## src/rtl/lifo_reader.sv

```systemverilog
// Burst pop engine for the read side of a LIFO: pops a requested number of words and streams them
// newest-first over valid/ready. Optional stall counter enabled by defining LIFO_READER_STATS_EN.
module lifo_reader #(
    parameter int DWIDTH = 16,
    parameter int AWIDTH = 8
) (
    input  logic              clk_i,
    input  logic              srst_i,
    input  logic              start_i,
    input  logic [AWIDTH:0]   burst_len_i,
    output logic              busy_o,
    output logic              rdreq_o,
    input  logic [DWIDTH-1:0] q_i,
    input  logic [AWIDTH:0]   usedw_i,
    output logic [DWIDTH-1:0] data_o,
    output logic              valid_o,
    output logic              last_o,
    input  logic              ready_i,
    output logic              done_o,
    output logic [AWIDTH:0]   count_o
`ifdef LIFO_READER_STATS_EN
    ,
    output logic [15:0]       stall_cnt_o
`endif
);

    // Stream handshake: a word moves when valid_o && ready_i at a rising edge; while valid_o is
    // high and ready_i low, data_o/last_o/valid_o do not change.

    typedef enum logic [1:0] {
        S_IDLE  = 2'd0,
        S_RUN   = 2'd1,
        S_FLUSH = 2'd2,
        S_DONE  = 2'd3
    } state_t;

    localparam logic [AWIDTH:0] ONE = {{AWIDTH{1'b0}}, 1'b1};

    state_t            state;
    state_t            state_nxt;
    logic [AWIDTH:0]   target;
    logic [AWIDTH:0]   issued;
    logic [AWIDTH:0]   count;
    logic [AWIDTH:0]   start_target;
    logic              inflight;
    logic [DWIDTH-1:0] skid [0:2];
    logic [1:0]        wr_ptr;
    logic [1:0]        rd_ptr;
    logic [1:0]        occ;
    logic              push;
    logic              pop;
    logic              accept;

    // A zero or oversized request collapses to whatever the LIFO currently holds.
    always_comb begin
        start_target = burst_len_i;
        if (burst_len_i == '0 || burst_len_i > usedw_i) begin
            start_target = usedw_i;
        end
    end

    assign accept  = (state == S_IDLE) && start_i;
    assign push    = inflight;
    assign valid_o = (occ != 2'd0);
    assign pop     = valid_o && ready_i;
    assign data_o  = skid[rd_ptr];
    assign last_o  = valid_o && ((count + ONE) == target);
    assign busy_o  = (state != S_IDLE);
    assign done_o  = (state == S_DONE);
    assign count_o = count;

    // Issue only while the skid buffer is guaranteed room for everything already requested.
    always_comb begin
        rdreq_o = 1'b0;
        if (state == S_RUN && issued < target &&
            ({1'b0, occ} + {2'b00, inflight}) < 3'd3) begin
            rdreq_o = 1'b1;
        end
    end

    always_comb begin
        state_nxt = state;
        case (state)
            S_IDLE: begin
                if (start_i) begin
                    state_nxt = (start_target == '0) ? S_DONE : S_RUN;
                end
            end
            S_RUN: begin
                if (issued == target) begin
                    state_nxt = S_FLUSH;
                end
            end
            S_FLUSH: begin
                if (!inflight && occ == 2'd0) begin
                    state_nxt = S_DONE;
                end
            end
            S_DONE: begin
                state_nxt = S_IDLE;
            end
            default: begin
                state_nxt = S_IDLE;
            end
        endcase
    end

    always_ff @(posedge clk_i or posedge srst_i) begin
        if (srst_i) begin
            state <= S_IDLE;
        end else begin
            state <= state_nxt;
        end
    end

    always_ff @(posedge clk_i or posedge srst_i) begin
        if (srst_i) begin
            target   <= '0;
            issued   <= '0;
            count    <= '0;
            inflight <= 1'b0;
        end else begin
            inflight <= rdreq_o;
            if (accept) begin
                target <= start_target;
                issued <= '0;
                count  <= '0;
            end else begin
                if (rdreq_o) begin
                    issued <= issued + ONE;
                end
                if (pop) begin
                    count <= count + ONE;
                end
            end
        end
    end

    // Three-entry FIFO that absorbs the LIFO's read latency and downstream backpressure.
    always_ff @(posedge clk_i or posedge srst_i) begin
        if (srst_i) begin
            for (int i = 0; i < 3; i++) begin
                skid[i] <= '0;
            end
            wr_ptr <= 2'd0;
            rd_ptr <= 2'd0;
            occ    <= 2'd0;
        end else begin
            if (push) begin
                skid[wr_ptr] <= q_i;
                wr_ptr       <= (wr_ptr == 2'd2) ? 2'd0 : wr_ptr + 2'd1;
            end
            if (pop) begin
                rd_ptr <= (rd_ptr == 2'd2) ? 2'd0 : rd_ptr + 2'd1;
            end
            case ({push, pop})
                2'b10:   occ <= occ + 2'd1;
                2'b01:   occ <= occ - 2'd1;
                default: occ <= occ;
            endcase
        end
    end

`ifdef LIFO_READER_STATS_EN
    logic [15:0] stall_cnt;

    always_ff @(posedge clk_i or posedge srst_i) begin
        if (srst_i) begin
            stall_cnt <= '0;
        end else if (valid_o && !ready_i && stall_cnt != 16'hFFFF) begin
            stall_cnt <= stall_cnt + 16'd1;
        end
    end

    assign stall_cnt_o = stall_cnt;
`endif

endmodule

```

## config.mk

```make
export PLATFORM = sky130hd
export DESIGN_NAME = lifo_reader
export DESIGN_NICKNAME = d
export VERILOG_FILES = /design/src/rtl/lifo_reader.sv
export SDC_FILE = /design/constraint.sdc
export NUM_CORES = 1
export LEC_CHECK = 0
export ABC_CLOCK_PERIOD_IN_PS = 2600
export CAP_MARGIN = 5
export CORE_ASPECT_RATIO = 1.5
export CORE_MARGIN = 10
export CORE_UTILIZATION = 51
export CTS_BUF_LIST = sky130_fd_sc_hd__clkbuf_4 sky130_fd_sc_hd__clkbuf_8
export CTS_CLUSTER_DIAMETER = 200
export CTS_CLUSTER_SIZE = 16
export DETAILED_ROUTE_END_ITERATION = 7
export PLACE_DENSITY = 0.89
export SETUP_SLACK_MARGIN = 0.05
export SLEW_MARGIN = 5
export SYNTH_ARGS = -nofsm -noshare
export SYNTH_HDL_FRONTEND = slang
export SYNTH_SLANG_ARGS = --single-unit
```

## constraint.sdc

```tcl
create_clock -name clk_i -period 2.6 [get_ports clk_i]
set_input_delay 0.52 -clock clk_i [delete_from_list [all_inputs] [get_ports clk_i]]
set_output_delay 0.52 -clock clk_i [all_outputs]
set_load 0.02 [all_outputs]
```

==> After elaboration in Yosys (flattened, before gate mapping) <==
Index checks and enable logic that the tools add are counted.
{ "totals": {"register_bits": 84, "latch_bits": 0, "mem_bits_rw": 0, "mem_bits_ro": 0, "inputBits": 38, "out_inout_bits": 30, "mem_count": 0} }
{ "op_classes": {"add_sub_neg": 7, "mul": 0, "n_div": 0, "order_cmp": 6, "eq_ne": 12, "n_shift": 0, "n_mux": 20, "n_bitwise": 2, "n_reduce_logical": 19} }
{ "ops": {"columns": ["op", "n"], "rows": [
  ["$bwmux W48", 1],
  ["$mux W16", 3],
  ["$mux W9", 5],
  ["$bmux W16 S2", 1],
  ["$demux W16 S2", 1],
  ["$add A9 B1 Y9 const B", 2],
  ["$eq A9 B9 Y1", 2],
  ["$logic_not A9 Y1", 2],
  ["$mux W2", 6],
  ["$eq A2 B2 Y1 const B", 5],
  ["$reduce_bool A2 Y1", 5],
  ["$gt A9 B9 Y1", 1],
  ["$lt A9 B9 Y1", 1],
  ["$pmux W2 S4", 1],
  ["$logic_and A1 B1 Y1", 7],
  ["$add A2 B1 Y2 const B", 3],
  ["$ge A3 B3 Y1 const B", 2],
  ["$not A2 Y3", 2],
  ["$eq A2 B1 Y1 const B", 2],
  ["$logic_not A2 Y1", 2],
  ["$ne A2 B2 Y1 const B", 2],
  ["$pmux W2 S2", 1],
  ["$add A2 B1 Y3", 1],
  ["$lt A3 B1 Y1 const B", 1],
  ["7 further kinds", 7]
]} }

==> Longest topological paths before layout <==
Gate-level depths: netlist (run 1).
{ "depth": {"ltp_word": 7, "mapped_depth": 9} }

==> Worst setup path before layout (run 1) <==
OpenSTA, ideal clock, no wires.
{ "synth_path": {"path_type": "flip-flop to output port", "startpoint": "register count[0], in the netlist count_o[0]", "endpoint": "output last_o", "arrival_time_ns": 1.873, "required_ns": 2.080, "path_slack_ns": 0.207, "stages_incl_launch_ff": 8, "path_cell_list": "dfrtp_1 -> ha_1 -> nand3_1 -> or2_1 -> nor2_1 -> xnor2_1 -> nand4_1 -> a21oi_1"} }
{ "synth_via": {"elab_chain_cells": 3} }
{ "synth_lines": {"columns": ["item", "line", "rtl"], "rows": [
  ["start: declaration", "43", "logic [AWIDTH:0] count;"],
  ["start signal: assignment", "133", "count <= count + ONE;"],
  ["$add A9 B1 Y9", "67", "assign last_o = valid_o && ((count + ONE) == target);"],
  ["$eq A9 B9 Y1", "67", null],
  ["$logic_and A1 B1 Y1", "67", null],
  ["end: declaration", "17", "output logic last_o,"]
]} }
No other way between the ends.

==> Final worst setup path (run 1) <==
{ "layout_path": {"startpoint": "register inflight", "endpoint": "output rdreq_o"} }
{ "layout_via": {"elab_chain_cells": 4} }
{ "layout_lines": {"columns": ["item", "line", "rtl"], "rows": [
  ["start: declaration", "45", "logic inflight;"],
  ["start signal: assignment", "123", "inflight <= rdreq_o;"],
  ["$add A2 B1 Y3", "76", "({1'b0, occ} + {2'b00, inflight}) < 3'd3) begin"],
  ["$lt A3 B2 Y1", "76", null],
  ["$logic_and A1 B1 Y1", "75", "if (state == S_RUN && issued < target &&"],
  ["$mux W1", "75", null],
  ["end: declaration", "12", "output logic rdreq_o,"]
]} }
No other way between the ends.

==> impl_metrics.tcl, run 1 <==
set metrics [dict create \
    status "finished with violations" \
    violations "negative setup slack" \
    synth_compound_area_share_pct 9.01 \
    grt_pass1_vias 3930 \
    fin_tns_setup_ns -0.0111 \
    finalSetupViolations 1 \
    instances_no_fill 653 \
    min-delay-path-class "reg2reg" \
    fin_area_um2 5990 \
    holdBufCountCts 0 \
    placement.io_buffers 67 \
    worst_slack_ns -0.0111 \
    drv_cap 0 \
    nNetsFinal 604 \
    initial_utilization_pct 51.8 \
    worst_pin_slew_ns 0.774 \
    synth_top_area_cell "dfrtp_1" \
    synth_common_cells "dfrtp_1, mux2_2, nand2_1" \
    clockBufferDepth 2 \
    cts.root.buffer_cell "clkbuf_8" \
    ios 68 \
    synthesis.nets 489 \
    crit_path_end_kind "output pin" \
    synth_top_area_share_pct 46.3 \
    period_needed_ns 2.61 \
    core_area_um2 8780 \
    max_freq_mhz 383 \
    routedWlPerCell_um 17.3 \
    rsz0062_at_grt "true" \
    synth-xor-area-share_pct 5.59 \
    reg2reg_depth 9 \
    antenna_found_initial 0 \
    p_per_area_nw_per_um2 1080 \
    place_congestion 0.888 \
    p_leak_nw 2.78 \
    grt_usage_pct 17.0 \
    synth_area_per_cell_um2 10.7 \
    synth_top_family_by_area "multiplexers" \
    clock_latency_ns 0.37 \
    fp.dieW_um 97.1 \
    crit_fanout 2 \
    yosysSeqAreaShare_pct 46.3 \
    drt_pass1_iterations 6 \
    syn_to_final_growth_pct 31.8 \
    netlist_instances 423 \
    postRouteWirelength_um 11300 \
    peakVddDrop_uv 633 \
    post-place-cells 635 \
    synthSimpleGateAreaFrac_pct 11.8 \
    synth_ff_type "dfrtp_1" \
    cts_sinks 84 \
    grt_max_degree 85 \
    path_cells "ha_2, ha_4, a22o_1, nor4b_4, o221a_4, nand2_4, inv_2, buf_6" \
    synth_seq_cells 84 \
    grt-ovfl-total 0 \
    drv_slew 0 \
    die_area_um2 13200 \
    place_area_um2 5680 \
    fp.dieH_um 136 \
    critPathMaxStageDelay_ns 0.39 \
    start_kind "flip-flop" \
    arrival_ns 2.09 \
    critPathKind "reg2out" \
    hpwl_um 8480 \
    synthArstFlopShare_pct 100 \
    hold_violations 0 \
    hold_path.startpoint "skid[1]" \
    critPathRequiredTime_ns 2.08 \
    r2r_end "issued[7]" \
    slowest_stage "dfrtp_1" \
    grt_pass1_wl_um 18400 \
    worstHoldEndpoint "skid[1]" \
    drc_errors 0 \
    synthAdderAreaFrac_pct 7.71 \
    cts_max_level 3 \
    fin_total_pwr_mw 6.46 \
    ys_types 44 \
    synthesis.area_um2 4540 \
    rrSetupSlack_ns 0.17 \
    yosysMostFrequentCell "dfrtp_1" \
    period_share_pct 100 \
    rows 42 \
    synth_edf_count 0 \
    relSlewSlack_pct 48.4 \
    fin_skew_ns 0.0101 \
    muxShareOfSynthArea_pct 16.1 \
    numCtsBuffers 9 \
    cts_tree "built" \
    ys_top_cells_by_area "dfrtp_1, mux2_2, ha_1" \
    drtIter0Drc 137 \
    antenna_left 0 \
    n_antenna_cell 0 \
    routed-via-count 3696 \
    holdPathStages 1 \
    drive_gt1_share_pct 23.8 \
    worstReg2RegStart "inflight" \
    path_clk_slew_ns 0.09 \
    yosysWarnings 0 \
    viasPerCell 5.66 \
]
## worst max path at each step
stage | from | end | slack, ns | cells past startpoint
global placement | inflight | rdreq_o | -0.18 | 8
finish | inflight | rdreq_o | -0.01 | 8
CTS | occ[0] | rdreq_o | -0.06 | 8
global route | inflight | rdreq_o | -0.10 | 8
detailed placement | usedw_i[8] | target[6] | -0.26 | 11
floorplan | count_o[0] | last_o | 0.21 | 7
## layout make-up
type                            instances  area (um^2)
Fill cell                             658         2790
Multi-Input combinational cell        297         2340
Sequential cell                        84         2100
Timing Repair Buffer                  118         1090
Clock buffer                           11          145
Tap cell                              110          138
Inverter                               28          109
Clock inverter                          5         60.1
## power breakdown
part           switching, mW  total (mW)  leakage, nW  internal [mW]
logic                   1.64        3.27         1.65           1.62
registers              0.355        2.22         1.03           1.87
clock network          0.486       0.970        0.103          0.484
total                   2.48        6.46         2.78           3.98
## metal layers
metal	wire length (um)	part of all wire (%)	track usage, %	vias up
met4	369	3.3	8.47	0
met1	4200	37	16.4	1836
met2	6190	55	32.1	108
li1	-	-	-	1719
met5	0	0	0	-
met3	539	4.8	4.95	33
## state kept, by name, summed over array words and instances (netlist names)
name	cells
target	9
issued	9
inflight	1
count_o	9
rd_ptr	2
occ	2
state	2
skid	48
wr_ptr	2
## timing repair
action / 4_1_cts / 5_1_grt
resized for setup: 19 / 19
setup endpoints to repair: 3 / 23
pin swaps: 5 / 11
endpoints found under the hold margin: 0 / 0
buffers inserted: 3 / 0
## worst max-delay path, delay by kind of cell (launching register included)
kind,cells,cell delay [ns]
buffers and inverters,2,0.17
DFF,1,0.39
adders and majority gates,2,0.40
AOI/OAI and AO/OA,2,0.44
and+or+nand+nor,2,0.33
## layout by cell type (no fill, tap or decap), types with 3 or more instances in the layout
cell type | netlist | layout
clkbuf_8 | 0 | 10
xnor2_1 | 18 | 18
and2_1 | 4 | 4
or3_1 | 6 | 6
mux2i_1 | 18 | 18
nand4_1 | 7 | 7
nand2_1 | 37 | 37
a32oi_1 | 9 | 9
a21oi_1 | 13 | 12
dlymetal6s2s_1 | 0 | 10
nor2b_1 | 3 | 3
nor4_1 | 3 | 3
buf_4 | 0 | 51
o21ai_0 | 31 | 31
nand3_1 | 11 | 9
clkdlybuf4s50_1 | 0 | 54
mux2_2 | 39 | 39
inv_1 | 27 | 25
dfrtp_1 | 84 | 84
ha_1 | 28 | 25
mux2_1 | 10 | 10
nor2_1 | 22 | 21
xor2_1 | 11 | 11
## logic make-up after synthesis
kind of cell / after synthesis
mux: 67
flops: 84
simple gates: 107
xor+xnor: 29
fa+ha+maj: 28
compound gates: 66
buf+inv: 42
## through the flow
step	hold WS [ns]	worst slack [ns]	utilization [%]
after floorplan	0.464	0.207	-
after CTS	0.504	-0.0601	67.6
after global routing	0.516	-0.101	68.2
after detailed placement	0.485	-0.262	64.7
after global placement	0.473	-0.181	64.7
final	0.499	-0.0111	68.2
Power figures use the tool's default switching activity.
==> inputs of run 2 (changes only) <==
--- a/config.mk
+++ b/config.mk
@@ -9,12 +9,13 @@
 export CAP_MARGIN = 5
 export CORE_ASPECT_RATIO = 1.5
 export CORE_MARGIN = 10
-export CORE_UTILIZATION = 51
+export CORE_UTILIZATION = 50
 export CTS_BUF_LIST = sky130_fd_sc_hd__clkbuf_4 sky130_fd_sc_hd__clkbuf_8
 export CTS_CLUSTER_DIAMETER = 200
 export CTS_CLUSTER_SIZE = 16
 export DETAILED_ROUTE_END_ITERATION = 7
-export PLACE_DENSITY = 0.89
+export PLACE_DENSITY = 0.88
+export RECOVER_POWER = 25
 export SETUP_SLACK_MARGIN = 0.05
 export SLEW_MARGIN = 5
 export SYNTH_ARGS = -nofsm -noshare
==> run 2 against run 1 <==
  * The flow now finishes without violations
  * Die area is 1.6% higher
  * Maximum frequency up 0.83%
  * Utilization rose by 0.39 points
  * Count of clock-buffer cells in the layout grew 1
  * Final cell count grew 0.31%
  * Non-clock buffer count grew 2
  * Power increased by 3.8%
  * Highest routed layer unchanged
  * Hold slack worse by 0.0011 ns
  * Critical path type unchanged
  * Global-route usage increased by 0.50 points
  * Sequential share of layout area decreased by 0.41 points
  * Sequential cell count unchanged
==> impl_metrics.tcl, run 2 (synthesized netlist as in run 1, its figures left out) <==
set metrics [dict create \
    status "finished, final reports clean" \
    p_leak_nw 2.83 \
    fin_tns_setup_ns 0 \
    grt-ovfl-total 0 \
    placement.io_buffers 67 \
    place_congestion 0.880 \
    hold_violations 0 \
    grt_pass1_vias 3988 \
    period_share_pct 99.6 \
    drc_errors 0 \
    holdBufCountCts 0 \
    drive_gt1_share_pct 24.4 \
    grt_usage_pct 17.5 \
    p_per_area_nw_per_um2 1110 \
    routedWlPerCell_um 17.8 \
    path_clk_slew_ns 0.08 \
    finalSetupViolations 0 \
    hpwl_um 8680 \
    crit_path_end_kind "output pin" \
    worstHoldEndpoint "skid[1]" \
    min-delay-path-class "reg2reg" \
    start_kind "flip-flop" \
    nNetsFinal 606 \
    postRouteWirelength_um 11700 \
    path_cells "ha_2, ha_4, a22o_1, nor4b_4, o221a_4, nand2_4, inv_2, buf_6" \
    rows 42 \
    rsz0062_at_grt "true" \
    syn_to_final_growth_pct 33.3 \
    grt_pass1_wl_um 19000 \
    ios 68 \
    cts_sinks 84 \
    worstReg2RegStart "occ[0]" \
    drt_pass1_iterations 6 \
    clock_latency_ns 0.36 \
    relSlewSlack_pct 25.9 \
    pre_cts_slack_ns -0.249 \
    regMostFlops "skid" \
    drv_cap 0 \
    crit_fanout 2 \
    rrSetupSlack_ns 0.17 \
    routed-via-count 3634 \
    clockBufferDepth 2 \
    drtIter0Drc 205 \
    final_cell_mix "dfrtp_1, clkdlybuf4s50_1, buf_4, mux2_2, nand2_1" \
    period_needed_ns 2.59 \
    worst_pin_slew_ns 1.11 \
    cts.root.buffer_cell "clkbuf_8" \
    fin_skew_ns 0.0107 \
    peakVddDrop_uv 735 \
    critPathMaxStageDelay_ns 0.39 \
    largest_register_ffs 48 \
    drv_slew 0 \
    worst_slack_ns 0.0105 \
    cts_tree "built" \
    layout_commonest_cell "dfrtp_1" \
    fin_total_pwr_mw 6.70 \
    numCtsBuffers 9 \
    max_freq_mhz 386 \
    antenna_found_initial 0 \
    die_area_um2 13400 \
    holdPathStages 1 \
    arrival_ns 2.07 \
    hold_path.startpoint "skid[1]" \
    fp.dieH_um 137 \
    holdWs_ns 0.498 \
    grt_max_degree 85 \
    slowest_stage "dfrtp_1" \
    critPathRequiredTime_ns 2.08 \
    initial_utilization_pct 51.5 \
    r2r_end "issued[7]" \
    n_antenna_cell 0 \
    final_util_pct 68.6 \
    core_area_um2 8830 \
    reg2reg_depth 9 \
    critPathKind "reg2out" \
    antenna_left 0 \
    fp.dieW_um 97.8 \
    viasPerCell 5.55 \
    cts_max_level 3 \
]
## run 2: layout make-up
cell class | instances | area, um^2
tap | 110 | 138
timing repair buffer | 120 | 1100
clock buffer | 12 | 159
sequential | 84 | 2100
multi-input combinational | 297 | 2360
fill | 681 | 2770
inverter | 28 | 109
clock inverter | 4 | 95.1
## run 2: how the worst max path moves through the flow
stage	depth (start not counted)	from	endpoint	slack (ns)
finish	8	occ[0]	rdreq_o	0.01
global route	8	occ[0]	rdreq_o	-0.11
CTS	8	occ[0]	rdreq_o	-0.07
detailed placement	8	inflight	rdreq_o	-0.25
global placement	11	usedw_i[8]	target[5]	-0.14
floorplan	7	count_o[0]	last_o	0.21
## run 2: critical path: cells and delay by family (launching register included)
family	cells	cell delay (ns)
simple gates	2	0.28
compound gates	2	0.45
flops	1	0.39
buf+inv	2	0.18
fa+ha+maj	2	0.41
## run 2: metrics by stage
stage	cells	instance area (um^2)
5_1_grt	655	6060
2_1_floorplan	423	4550
4_1_cts	653	5980
3_3_place_gp	636	5690
3_5_place_dp	636	5690
6_report	655	6060
## run 2: per-layer routing
| layer | part of all wire [%] | track usage (%) | wire length (um) | vias up |
|---|---|---|---|---|
| li1 | - | - | - | 1719 |
| met1 | 37 | 16.6 | 4270 | 1802 |
| met2 | 56 | 34.2 | 6490 | 90 |
| met3 | 4.7 | 4.54 | 546 | 23 |
| met4 | 3.0 | 7.94 | 355 | 0 |
| met5 | 0 | 0 | 0 | - |
## run 2: timing repair
action | CTS | global route
pin swaps | 6 | 3
endpoints found under the setup margin | 4 | 25
gates resized for setup | 17 | 23
endpoints found under the hold margin | 0 | 0
buffers inserted | 1 | 2
## run 2: power breakdown
part	switching, mW	total, mW	leakage (nW)	internal (mW)
registers	0.355	2.23	1.03	1.87
clock network	0.459	1.16	0.130	0.700
logic	1.68	3.32	1.67	1.64
